**src/rtl/hazard_pkg.sv**
```systemverilog
`default_nettype none
// ============================================================================
// Module   : hazard_pkg
// Purpose  : Shared types and constants for the hazard/forwarding unit:
//            forwarding-select encodings, the per-stage record and the
//            bubble constant.
// Revision : 1.0 - initial release
// ============================================================================
package hazard_pkg;

  // Register-number width that the stage record is built with.
  localparam int REG_BITS_DFLT = 5;

  // EX operand source selects.
  localparam logic [1:0] FWD_NONE = 2'b00;  // register file value
  localparam logic [1:0] FWD_WB   = 2'b01;  // result sitting in WB
  localparam logic [1:0] FWD_MEM  = 2'b10;  // result sitting in MEM

  // What the unit remembers about the instruction occupying a stage.
  typedef struct packed {
    logic                     valid;
    logic [REG_BITS_DFLT-1:0] rs;
    logic [REG_BITS_DFLT-1:0] rt;
    logic [REG_BITS_DFLT-1:0] rd;
    logic                     regwrite;
    logic                     memread;
  } stage_rec_t;

  // Empty slot: no instruction, writes nothing.
  localparam stage_rec_t BUBBLE = stage_rec_t'('0);

  // A stage produces a value worth forwarding only if it is real, writes,
  // and does not target the hard-wired zero register.
  function automatic logic is_writer(input stage_rec_t rec);
    return rec.valid & rec.regwrite & (rec.rd != '0);
  endfunction

endpackage
`default_nettype wire

```
**src/rtl/reg_match_nz.sv**
```systemverilog
`default_nettype none
// ============================================================================
// Module   : reg_match_nz
// Purpose  : Register-number comparator that never reports a match on
//            register 0 (y = (a == b) & (a != 0)).
// Revision : 1.0 - initial release
// ============================================================================
module reg_match_nz #(
  parameter int REG_BITS = 5
) (
  input  logic [REG_BITS-1:0] a,
  input  logic [REG_BITS-1:0] b,
  output logic                y
);

  // Equality qualified by a non-zero register number.
  always_comb begin
    y = (a == b) && (a != '0);
  end

endmodule
`default_nettype wire

```
**src/rtl/hazard_forward_unit.sv**
```systemverilog
`default_nettype none
// ============================================================================
// Module   : hazard_forward_unit
// Purpose  : Tracks destination registers of in-flight instructions through
//            EX/MEM/WB of a 5-stage MIPS pipeline; generates the load-use
//            stall and the EX operand forwarding selects.
// Config   : HAZARD_STATS_EN - when defined, adds the saturating stall_count
//            output (STAT_BITS wide).
// Revision : 1.0 - initial release
// ============================================================================
module hazard_forward_unit
  import hazard_pkg::*;
#(
  parameter int REG_BITS = REG_BITS_DFLT
`ifdef HAZARD_STATS_EN
  , parameter int STAT_BITS = 16
`endif
) (
  input  logic                clk,
  input  logic                rst,
  input  logic                id_valid,
  input  logic [REG_BITS-1:0] id_rs,
  input  logic [REG_BITS-1:0] id_rt,
  input  logic [REG_BITS-1:0] id_rd,
  input  logic                id_regwrite,
  input  logic                id_memread,
  input  logic                flush,
  output logic                stall,
  output logic [1:0]          fwd_a,
  output logic [1:0]          fwd_b
`ifdef HAZARD_STATS_EN
  , output logic [STAT_BITS-1:0] stall_count
`endif
);

  // Stage records; the record width follows the package register width.
  stage_rec_t ex_q,  ex_d;
  stage_rec_t mem_q, mem_d;
  stage_rec_t wb_q,  wb_d;

  logic stall_rs_hit, stall_rt_hit;
  logic mem_rs_hit, mem_rt_hit, wb_rs_hit, wb_rt_hit;

  // Load in EX against the sources of the instruction in ID.
  reg_match_nz #(.REG_BITS(REG_BITS)) u_stall_rs (.a(ex_q.rd),  .b(id_rs),   .y(stall_rs_hit));
  reg_match_nz #(.REG_BITS(REG_BITS)) u_stall_rt (.a(ex_q.rd),  .b(id_rt),   .y(stall_rt_hit));
  // Older producers in MEM / WB against the sources of the instruction in EX.
  reg_match_nz #(.REG_BITS(REG_BITS)) u_mem_rs   (.a(mem_q.rd), .b(ex_q.rs), .y(mem_rs_hit));
  reg_match_nz #(.REG_BITS(REG_BITS)) u_mem_rt   (.a(mem_q.rd), .b(ex_q.rt), .y(mem_rt_hit));
  reg_match_nz #(.REG_BITS(REG_BITS)) u_wb_rs    (.a(wb_q.rd),  .b(ex_q.rs), .y(wb_rs_hit));
  reg_match_nz #(.REG_BITS(REG_BITS)) u_wb_rt    (.a(wb_q.rd),  .b(ex_q.rt), .y(wb_rt_hit));

  // Load-use stall; a flush squashes the consumer so it takes precedence,
  // and the stall is held off while reset is asserted.
  always_comb begin
    stall = 1'b0;
    if (!rst && id_valid && !flush && is_writer(ex_q) && ex_q.memread &&
        (stall_rs_hit || stall_rt_hit)) begin
      stall = 1'b1;
    end
  end

  // Pipeline advance: ID enters EX unless stalled or squashed, in which case
  // a bubble is inserted; MEM and WB simply follow.
  always_comb begin
    ex_d = BUBBLE;
    if (id_valid && !stall && !flush) begin
      ex_d.valid    = 1'b1;
      ex_d.rs       = id_rs;
      ex_d.rt       = id_rt;
      ex_d.rd       = id_rd;
      ex_d.regwrite = id_regwrite;
      ex_d.memread  = id_memread;
    end
    mem_d = ex_q;
    wb_d  = mem_q;
  end

  // Stage record registers; reset discards every in-flight record.
  always_ff @(posedge clk) begin
    if (rst) begin
      ex_q  <= BUBBLE;
      mem_q <= BUBBLE;
      wb_q  <= BUBBLE;
    end else begin
      ex_q  <= ex_d;
      mem_q <= mem_d;
      wb_q  <= wb_d;
    end
  end

  // Forwarding selects from registered state only; MEM is the younger
  // producer and therefore wins over WB.
  always_comb begin
    fwd_a = FWD_NONE;
    fwd_b = FWD_NONE;
    if (ex_q.valid) begin
      if (is_writer(mem_q) && mem_rs_hit)     fwd_a = FWD_MEM;
      else if (is_writer(wb_q) && wb_rs_hit)  fwd_a = FWD_WB;
      if (is_writer(mem_q) && mem_rt_hit)     fwd_b = FWD_MEM;
      else if (is_writer(wb_q) && wb_rt_hit)  fwd_b = FWD_WB;
    end
  end

  // Source fields and the load flag of MEM/WB records travel along but are
  // never consulted once the instruction has left EX.
  logic unused_rec_bits;
  assign unused_rec_bits = ^{mem_q.rs, mem_q.rt, mem_q.memread,
                             wb_q.rs,  wb_q.rt,  wb_q.memread};

`ifdef HAZARD_STATS_EN
  logic [STAT_BITS-1:0] stall_count_q, stall_count_d;

  // Count stall cycles, sticking at all-ones.
  always_comb begin
    stall_count_d = stall_count_q;
    if (stall && (stall_count_q != '1)) begin
      stall_count_d = stall_count_q + 1'b1;
    end
  end

  // Stall counter register.
  always_ff @(posedge clk) begin
    if (rst) stall_count_q <= '0;
    else     stall_count_q <= stall_count_d;
  end

  assign stall_count = stall_count_q;
`endif

endmodule
`default_nettype wire
```
**config.mk**
```make
export PLATFORM = sky130hd
export DESIGN_NAME = hazard_forward_unit
export DESIGN_NICKNAME = d
export VERILOG_FILES = /design/src/rtl/hazard_pkg.sv /design/src/rtl/reg_match_nz.sv /design/src/rtl/hazard_forward_unit.sv
export SDC_FILE = /design/constraint.sdc
export NUM_CORES = 1
export LEC_CHECK = 0
export ABC_AREA = 1
export CORE_AREA = 10 10 69 71
export DETAILED_ROUTE_END_ITERATION = 7
export DIE_AREA = 0 0 79 81
export PLACE_DENSITY = 0.82
export SLEW_MARGIN = 10
export SYNTH_ARGS = -nofsm -noshare
export SYNTH_HDL_FRONTEND = slang
export SYNTH_HIERARCHICAL = 1
export SYNTH_SLANG_ARGS = --single-unit
```
**constraint.sdc**
```tcl
create_clock -name clk -period 1.9 [get_ports clk]
set_input_delay 0.38 -clock clk [delete_from_list [all_inputs] [get_ports clk]]
set_output_delay 0.38 -clock clk [all_outputs]
set_load 0.01 [all_outputs]
```
== Word-level counts from Yosys, hierarchy flattened ==
Index checks and enable logic that the tools add are counted.
Cells by class
  reduce and logical (&&, ||, !) cells: 25
  bitwise operators: 7
  multiplexer cells: 8
  equal/unequal tests: 6
Operators by type and width (count)
  equality test 5 bit: 6
  two-way mux 18 bit: 1
  logical AND 1 bit: 17
  nonzero test 5 bit: 3
  two-way mux 2 bit: 4
  AND 1 bit: 6
  logical NOT 1 bit: 3
  two-way mux 1 bit: 3
  OR reduction 2 bit: 1
  logical OR 1 bit: 1
  inverter 1 bit: 1
Storage, ports and cells
  output and inout port bits: 5
  bits of input ports: 21
  flip-flop bits (word level): 32
  logic and storage cells: 58

== Logic depth before layout (Yosys ltp) ==
Gate-level depths: netlist (run 1).
  depth after elaboration: 12
  depth in mapped cells: 12
  gate-level depth less buffers: 11

== Hierarchy ==
The synthesis (run 1) kept the hierarchy.
By module, submodules not included
  hazard_forward_unit: cells an instance 135, area each 1067.3 um2, sequential area each 640.6 um2, instances 1
  reg_match_nz: cells an instance 30, area each 118.9 um2, sequential area each 0.0 um2, instances 6

== Worst setup path before layout (run 1) ==
Ideal clock, no wire load.
  kind: register to output
  start: reg ex_q[4] in the netlist's numbering
  end: out stall
  cell stages (with the launch flop): 11
  data arrival time: 1246 ps
  required time: 1520 ps
  path buffers: 0
  setup slack: 274 ps
  cells stage by stage: dfxtp_1 > inv_1 > nand2_1 > nand2_1 > nor2_2 > nand2_1 > nor2_1 > inv_1 > nand2_1 > nand2_1 > nor3_1
Between the ends
  elaborated cells between the ends (all ways): 11
  classes of those cells: eq/ne (2); mux (1); bitwise (1); reduce/logical (7)
RTL lines
  from (decl): line hazard_forward_unit.sv:37  | stage_rec_t ex_q, ex_d;
  from (signal assigned): line hazard_forward_unit.sv:82  | ex_q <= BUBBLE;
  from (signal assigned): line hazard_forward_unit.sv:86  | ex_q <= ex_d;
  equality test 5 bit / nonzero test 5 bit (equally long branches): line reg_match_nz.sv:18  | y = (a == b) && (a != '0);
  logical AND 1 bit *: line reg_match_nz.sv:18
  via stall_rs_hit: line hazard_forward_unit.sv:41  | logic stall_rs_hit, stall_rt_hit;
  logical OR 1 bit *: line hazard_forward_unit.sv:58  | (stall_rs_hit || stall_rt_hit)) begin
  logical AND 1 bit *: line hazard_forward_unit.sv:57  | if (!rst && id_valid && !flush && is_writer(ex_q) && ex_q.memread &&
  two-way mux 1 bit *: line hazard_forward_unit.sv:57
  to (decl): line hazard_forward_unit.sv:28  | output logic stall,
Mark *: on every way through the listed nets, which the timed path passes. The rest lies on a longest branch.

== Worst setup path after layout (run 1) ==
  start: reg ex_q[3] in the netlist's numbering
  end: out stall
Between the ends
  elaborated cells between the ends (all ways): 11
  classes of those cells: eq/ne (2); mux (1); bitwise (1); reduce/logical (7)
RTL lines (line)
  equality test 5 bit / nonzero test 5 bit (equally long branches): reg_match_nz.sv:18
  logical AND 1 bit *: reg_match_nz.sv:18
  via stall_rt_hit: hazard_forward_unit.sv:41
  logical OR 1 bit *: hazard_forward_unit.sv:58
  logical AND 1 bit *: hazard_forward_unit.sv:57
  two-way mux 1 bit *: hazard_forward_unit.sv:57
Marks and branches as above.

==> flow_summary.json, run 1 <==
{
  "cp-start-kind": "register",
  "antennaDiodeCount": 0,
  "hold_slack_ns": 0.423,
  "cts_hold_buf": 0,
  "worst-endpoint-required_ns": 1.52,
  "hold_depth": 2,
  "power_mw": 1.37,
  "crit_fanout": 4,
  "synth_top_area_frac": 0.360,
  "vias_per_cell": 4.34,
  "grt_pass1_vias": 1689,
  "slew_headroom": 0.860,
  "max_slew.worst_pin.slew_ns": 0.209,
  "cts_sinks": 32,
  "gp_congestion": 0.858,
  "crit_path_end_kind": "primary output",
  "yosys_warnings": 6,
  "synth-edff-count": 0,
  "power.density_nw_per_um2": 576,
  "avgSynthCellArea_um2": 5.65,
  "fin_nets": 384,
  "reg2reg_from": "ex_q[3]$_SDFF_PP0_",
  "synthesis.area_um2": 1780,
  "clockRootBuffer": "clkbuf_4",
  "synth_most_common_cell": "nand2_1",
  "drtIter0Drc": 60,
  "pin_count": 26,
  "design.core.area_um2": 3520,
  "die_area_um2": 6400,
  "clkTransAtPathRegs_ns": 0.10,
  "cts_tree": "yes",
  "htreeDepth": 2,
  "maxCapViolCount": 0,
  "slew_viol_final": 0,
  "grt_pass1_wl_mm": 6.62,
  "hpwl_mm": 2.79,
  "hold_violations": 0,
  "critPathKind": "register to primary output",
  "clock_latency_ns": 0.33,
  "start_util": 0.505,
  "ys_seq_elements": 32,
  "vias": 1787,
  "grt_overflow": 0,
  "fin_crit_ns": 1.97,
  "netlist_instances": 315,
  "yosys-top-cells-area": "dfxtp_1 36%, nand2_1 21%, inv_1 19%",
  "final_area_um2": 2380,
  "synthArstFlopShare": 0,
  "worstPathArrival_ns": 1.59,
  "ys_types": 12,
  "fin_ws_ns": -0.0682,
  "core.rowCount": 22,
  "grt_max_degree": 15,
  "synth-seq-area-share": 0.360,
  "r2r-end": "ex_q[3]$_SDFF_PP0_",
  "detail-route-antenna-nets": 0,
  "cts-buffers-inserted": 5,
  "whs_endpoint": "wb_q[17]$_SDFF_PP0_",
  "die-height_um": 81,
  "min-delay-start": "mem_q[17]$_SDFF_PP0_",
  "antenna_found_initial": 0,
  "yosys.area.top_type": "dfxtp_1",
  "status": "finished with violations",
  "synthTopCellsByCount": "101 x nand2_1, 88 x inv_1, 71 x nor2_1",
  "period_share": 1.04,
  "violations": "setup timing",
  "leakagePower_nw": 1.21,
  "skew_ns": 0.00574,
  "drive_gt1_frac": 0.236,
  "area_growth_pct": 33.5,
  "ctsLongestPathBuffers": 2,
  "drcViolationCount": 0,
  "grtUsageTotal": 0.127,
  "clock.fmax_mhz": 508,
  "portBuffers": 25,
  "hp-class": "register to register",
  "ys.flop_type": "dfxtp_1",
  "ff2ff_path_depth": 13,
  "wl_mm": 3.69,
  "post_dp_cell_area_um2": 2210,
  "first_pass_iters": 4,
  "rsz0062_at_grt": "yes",
  "post_drt_wl_per_cell_um": 8.95,
  "synth_nets": 336,
  "setup_violations": 3,
  "r2r_setup_slack_ns": 0.27,
  "irDropWorstVdd_v": 0.000442,
  "die_w_um": 79
}
through the flow:
stage               setup WS (ns)   util  setup TNS [ns]  std cells
floorplan                   0.274      -               0        315
global placement           -0.658  0.627           -3.94        402
detailed placement         -0.669  0.627           -4.44        402
CTS                        -0.106  0.653          -0.199        411
global route               -0.236  0.675          -0.835        412
finish                    -0.0682  0.675          -0.134        412
report_power, final:
| group | internal, mW | switching, mW |
|---|---|---|
| combinational | 0.0882 | 0.0846 |
| sequential | 0.671 | 0.0173 |
| clock | 0.274 | 0.233 |
sequential cells by signal, summed over array words and instances (netlist names):
register	count
ex_q	18
mem_q	7
wb_q	7
cell type report:
class,instances,area [µm²]
Sequential cell,32,698
Inverter,88,330
Fill cell,316,1150
Clock inverter,3,42.5
Tap cell,48,60.1
Clock buffer,5,37.5
Multi-Input combinational cell,193,842
Timing Repair Buffer,43,367
what timing repair did:
action                                  in CTS  in global routing
pin swaps                                   10                 23
cloned                                       0                  0
endpoints found under the setup margin       5                  5
gates resized for setup                     54                 38
setup buffers                                1                  1
critical path, cell delays in order (launching register included):
cell and delay (ns):
dfxtp_2 0.37, inv_1 0.04, nand2_1 0.07, nand2_1 0.06
nor2_1 0.13, nand2_1 0.09, nor2_1 0.09, inv_1 0.04
nand2_1 0.07, nand2_2 0.06, nor3_2 0.09, buf_2 0.15
layer usage:
layer  GRT usage  part of all wire  routed length, µm  vias up
met2       0.239              0.53               1950       34
met5           0                 0                  0        -
met3      0.0475             0.049                182        4
met1       0.124              0.41               1520      775
met4      0.0502            0.0084                 31        0
li1            -                 -                  -      974
kinds of logic (layout without fill, tap and decap cells):
logic type,count (synthesis),count (layout),synth area share
AOI/OAI and AO/OA,7,7,0.0358
buffers and inverters,90,139,0.194
DFF,32,32,0.360
and+or+nand+nor,186,186,0.410
worst max-delay path by stage:
stage	startpoint	to	slack, ns	cells past startpoint
floorplan	ex_q[4]$_SDFF_PP0_	stall	0.27	10
global placement	id_rs[1]	stall	-0.66	12
detailed placement	id_rt[1]	stall	-0.67	12
CTS	ex_q[3]$_SDFF_PP0_	stall	-0.11	11
global route	wb_q[3]$_SDFF_PP0_	fwd_b[0]	-0.24	10
finish	ex_q[3]$_SDFF_PP0_	stall	-0.07	11
cell usage in the layout, fill, tap and decap left out:
cell type and instances:
clkinv_2 1, nor3_2 2, inv_2 11, nand2_2 11, buf_2 5, clkinvlp_4 1
dfxtp_4 13, a21boi_1 2, clkbuf_4 5, inv_1 77, dfxtp_1 12, clkdlybuf4s50_1 12
o21bai_4 1, dlygate4sd2_1 8, buf_4 16, nor3_1 2, nand2_1 90, nand3_1 1
buf_12 1, nor2_1 67, a21boi_0 4, buf_6 1, nand3b_1 3, bufinv_16 1
nor2_2 10, dfxtp_2 7
Note: power is estimated with default switching activity, not from simulation.
==> inputs of run 2 (changes only) <==
- CORE_AREA: 10 10 69 71 -> 10 10 96 98
- DIE_AREA: 0 0 79 81 -> 0 0 106 108
- PLACE_DENSITY: 0.82 -> 0.47
==> run 2 against run 1 <==
  * The run now ends clean
  * Maximum frequency up 3.9%
  * Global-route usage down 5.4 points
  * Flip-flop and latch count unchanged
  * Utilization down 35 points
==> flow_summary.json, run 2 (synthesized netlist as in run 1, its figures left out) <==
{
  "period_share": 0.997,
  "die-height_um": 108,
  "largest_reg_flops": 18,
  "hold_slack_ns": 0.415,
  "max_slew.worst_pin.slew_ns": 0.180,
  "post_drt_wl_per_cell_um": 8.34,
  "dp_cells": 459,
  "final_cells": 469,
  "ctsLongestPathBuffers": 2,
  "first_pass_iters": 4,
  "cts_sinks": 32,
  "hold_depth": 2,
  "whs_endpoint": "mem_q[1]$_SDFF_PP0_",
  "fin_ws_ns": 0.00523,
  "die_w_um": 106,
  "setup_violations": 0,
  "reg_top3": "ex_q: 18 flops, mem_q: 7 flops, wb_q: 7 flops",
  "power_mw": 1.38,
  "clkTransAtPathRegs_ns": 0.07,
  "die_area_um2": 11400,
  "drtIter0Drc": 50,
  "crit_fanout": 5,
  "post-place-ws_ns": -0.726,
  "gp_congestion": 0.778,
  "ff2ff_path_depth": 13,
  "hp-class": "register to register",
  "worstPathArrival_ns": 1.51,
  "hpwl_mm": 3.14,
  "grt_pass1_vias": 1587,
  "fin_nets": 387,
  "r2r-end": "ex_q[12]$_SDFF_PP0_",
  "leakagePower_nw": 1.23,
  "critPathKind": "register to primary output",
  "antenna_found_initial": 0,
  "hold_violations": 0,
  "n_fill_cell": 890,
  "cp-start-kind": "register",
  "portBuffers": 25,
  "drive_gt1_frac": 0.213,
  "final_core_util": 0.329,
  "grtUsageTotal": 0.0727,
  "core.rowCount": 32,
  "final_common_cell": "nand2_1",
  "final_cell_mix": "99 x nand2_1, 81 x inv_1, 67 x nor2_1",
  "irDropWorstVdd_v": 0.000192,
  "fin_crit_ns": 1.89,
  "vias_per_cell": 3.65,
  "skew_ns": 0.00963,
  "wl_mm": 3.91,
  "slew_viol_final": 0,
  "maxCapViolCount": 0,
  "r2r_setup_slack_ns": 0.34,
  "worst-endpoint-required_ns": 1.52,
  "reg2reg_from": "ex_q[4]$_SDFF_PP0_",
  "power.density_nw_per_um2": 562,
  "rsz0062_at_grt": "yes",
  "clockRootBuffer": "clkbuf_8",
  "min-delay-start": "ex_q[1]$_SDFF_PP0_",
  "clock_latency_ns": 0.29,
  "worstSetupStartpoint": "wb_q[3]$_SDFF_PP0_",
  "htreeDepth": 2,
  "top_register": "ex_q",
  "slew_headroom": 0.879,
  "grt_overflow": 0,
  "cts-buffers-inserted": 5,
  "detail-route-antenna-nets": 0,
  "status": "complete, no violations",
  "clock.fmax_mhz": 528,
  "antennaDiodeCount": 0,
  "drcViolationCount": 0,
  "grt_max_degree": 19,
  "cts_tree": "yes",
  "pin_count": 26,
  "area_growth_pct": 37.6,
  "vias": 1712,
  "design.core.area_um2": 7450,
  "grt_pass1_wl_mm": 6.79,
  "start_util": 0.239,
  "crit_path_end_kind": "primary output"
}
## run 2: cell count changes in the layout (fill, tap and decap cells not counted), moves of 4 or more
cell / change
nand2_1: +9
nand2_2: -9
clkbuf_4: -5
clkbuf_8: +5
buf_4: +4
inv_1: +4
inv_2: -4
## run 2: power breakdown
| part | internal (mW) | switching (mW) | total [mW] | leakage, nW |
|---|---|---|---|---|
| combinational | 0.0892 | 0.0851 | 0.174 | 0.907 |
| clock | 0.255 | 0.258 | 0.512 | 0.0479 |
| sequential | 0.674 | 0.0165 | 0.691 | 0.272 |
## run 2: stage by stage
stage / TNS [ns] / instance area (µm²)
final: 0 / 2450
after global routing: -0.424 / 2450
after CTS: -0.0727 / 2380
after detailed placement: -5.48 / 2300
after global placement: -5.12 / 2300
after floorplan: 0 / 1780
## run 2: layout make-up
class | count | area [µm²] | area share
tap | 102 | 128 | 0.0521
multi-input combinational | 193 | 828 | 0.338
clock buffer | 5 | 68.8 | 0.0281
inverter | 88 | 330 | 0.135
clock inverter | 3 | 18.8 | 0.00766
timing repair buffer | 46 | 383 | 0.156
sequential | 32 | 693 | 0.283
## run 2: worst max-delay path, stage by stage (launching register included)
cell and delay [ns]:
dfxtp_4 0.37, inv_1 0.04, nand2_1 0.04, nand2_1 0.05
nor2_2 0.11, nand2_1 0.08, nor2_1 0.11, nand2_1 0.05
nand3b_1 0.15, nor2_1 0.10, buf_2 0.13
## run 2: how the worst max path moves through the flow
stage,to,slack [ns]
floorplan,stall,0.27
detailed placement,stall,-0.73
global route,fwd_b[0],-0.14
finish,fwd_a[0],0.005
CTS,stall,-0.04
global placement,stall,-0.72
## run 2: timing repair
item | 4_1_cts | 5_1_grt
setup endpoints to repair | 5 | 5
resized for setup | 55 | 27
hold buffers | 0 | 0
pin swaps | 7 | 15
setup buffers | 0 | 2
## run 2: routing by layer
| layer | track usage | routed length [µm] | vias to the layer above |
|---|---|---|---|
| met1 | 0.0753 | 1730 | 707 |
| met3 | 0.0250 | 171 | 6 |
| li1 | - | - | 976 |
| met4 | 0.0290 | 67 | 0 |
| met2 | 0.133 | 1950 | 23 |
| met5 | 0 | 0 | - |
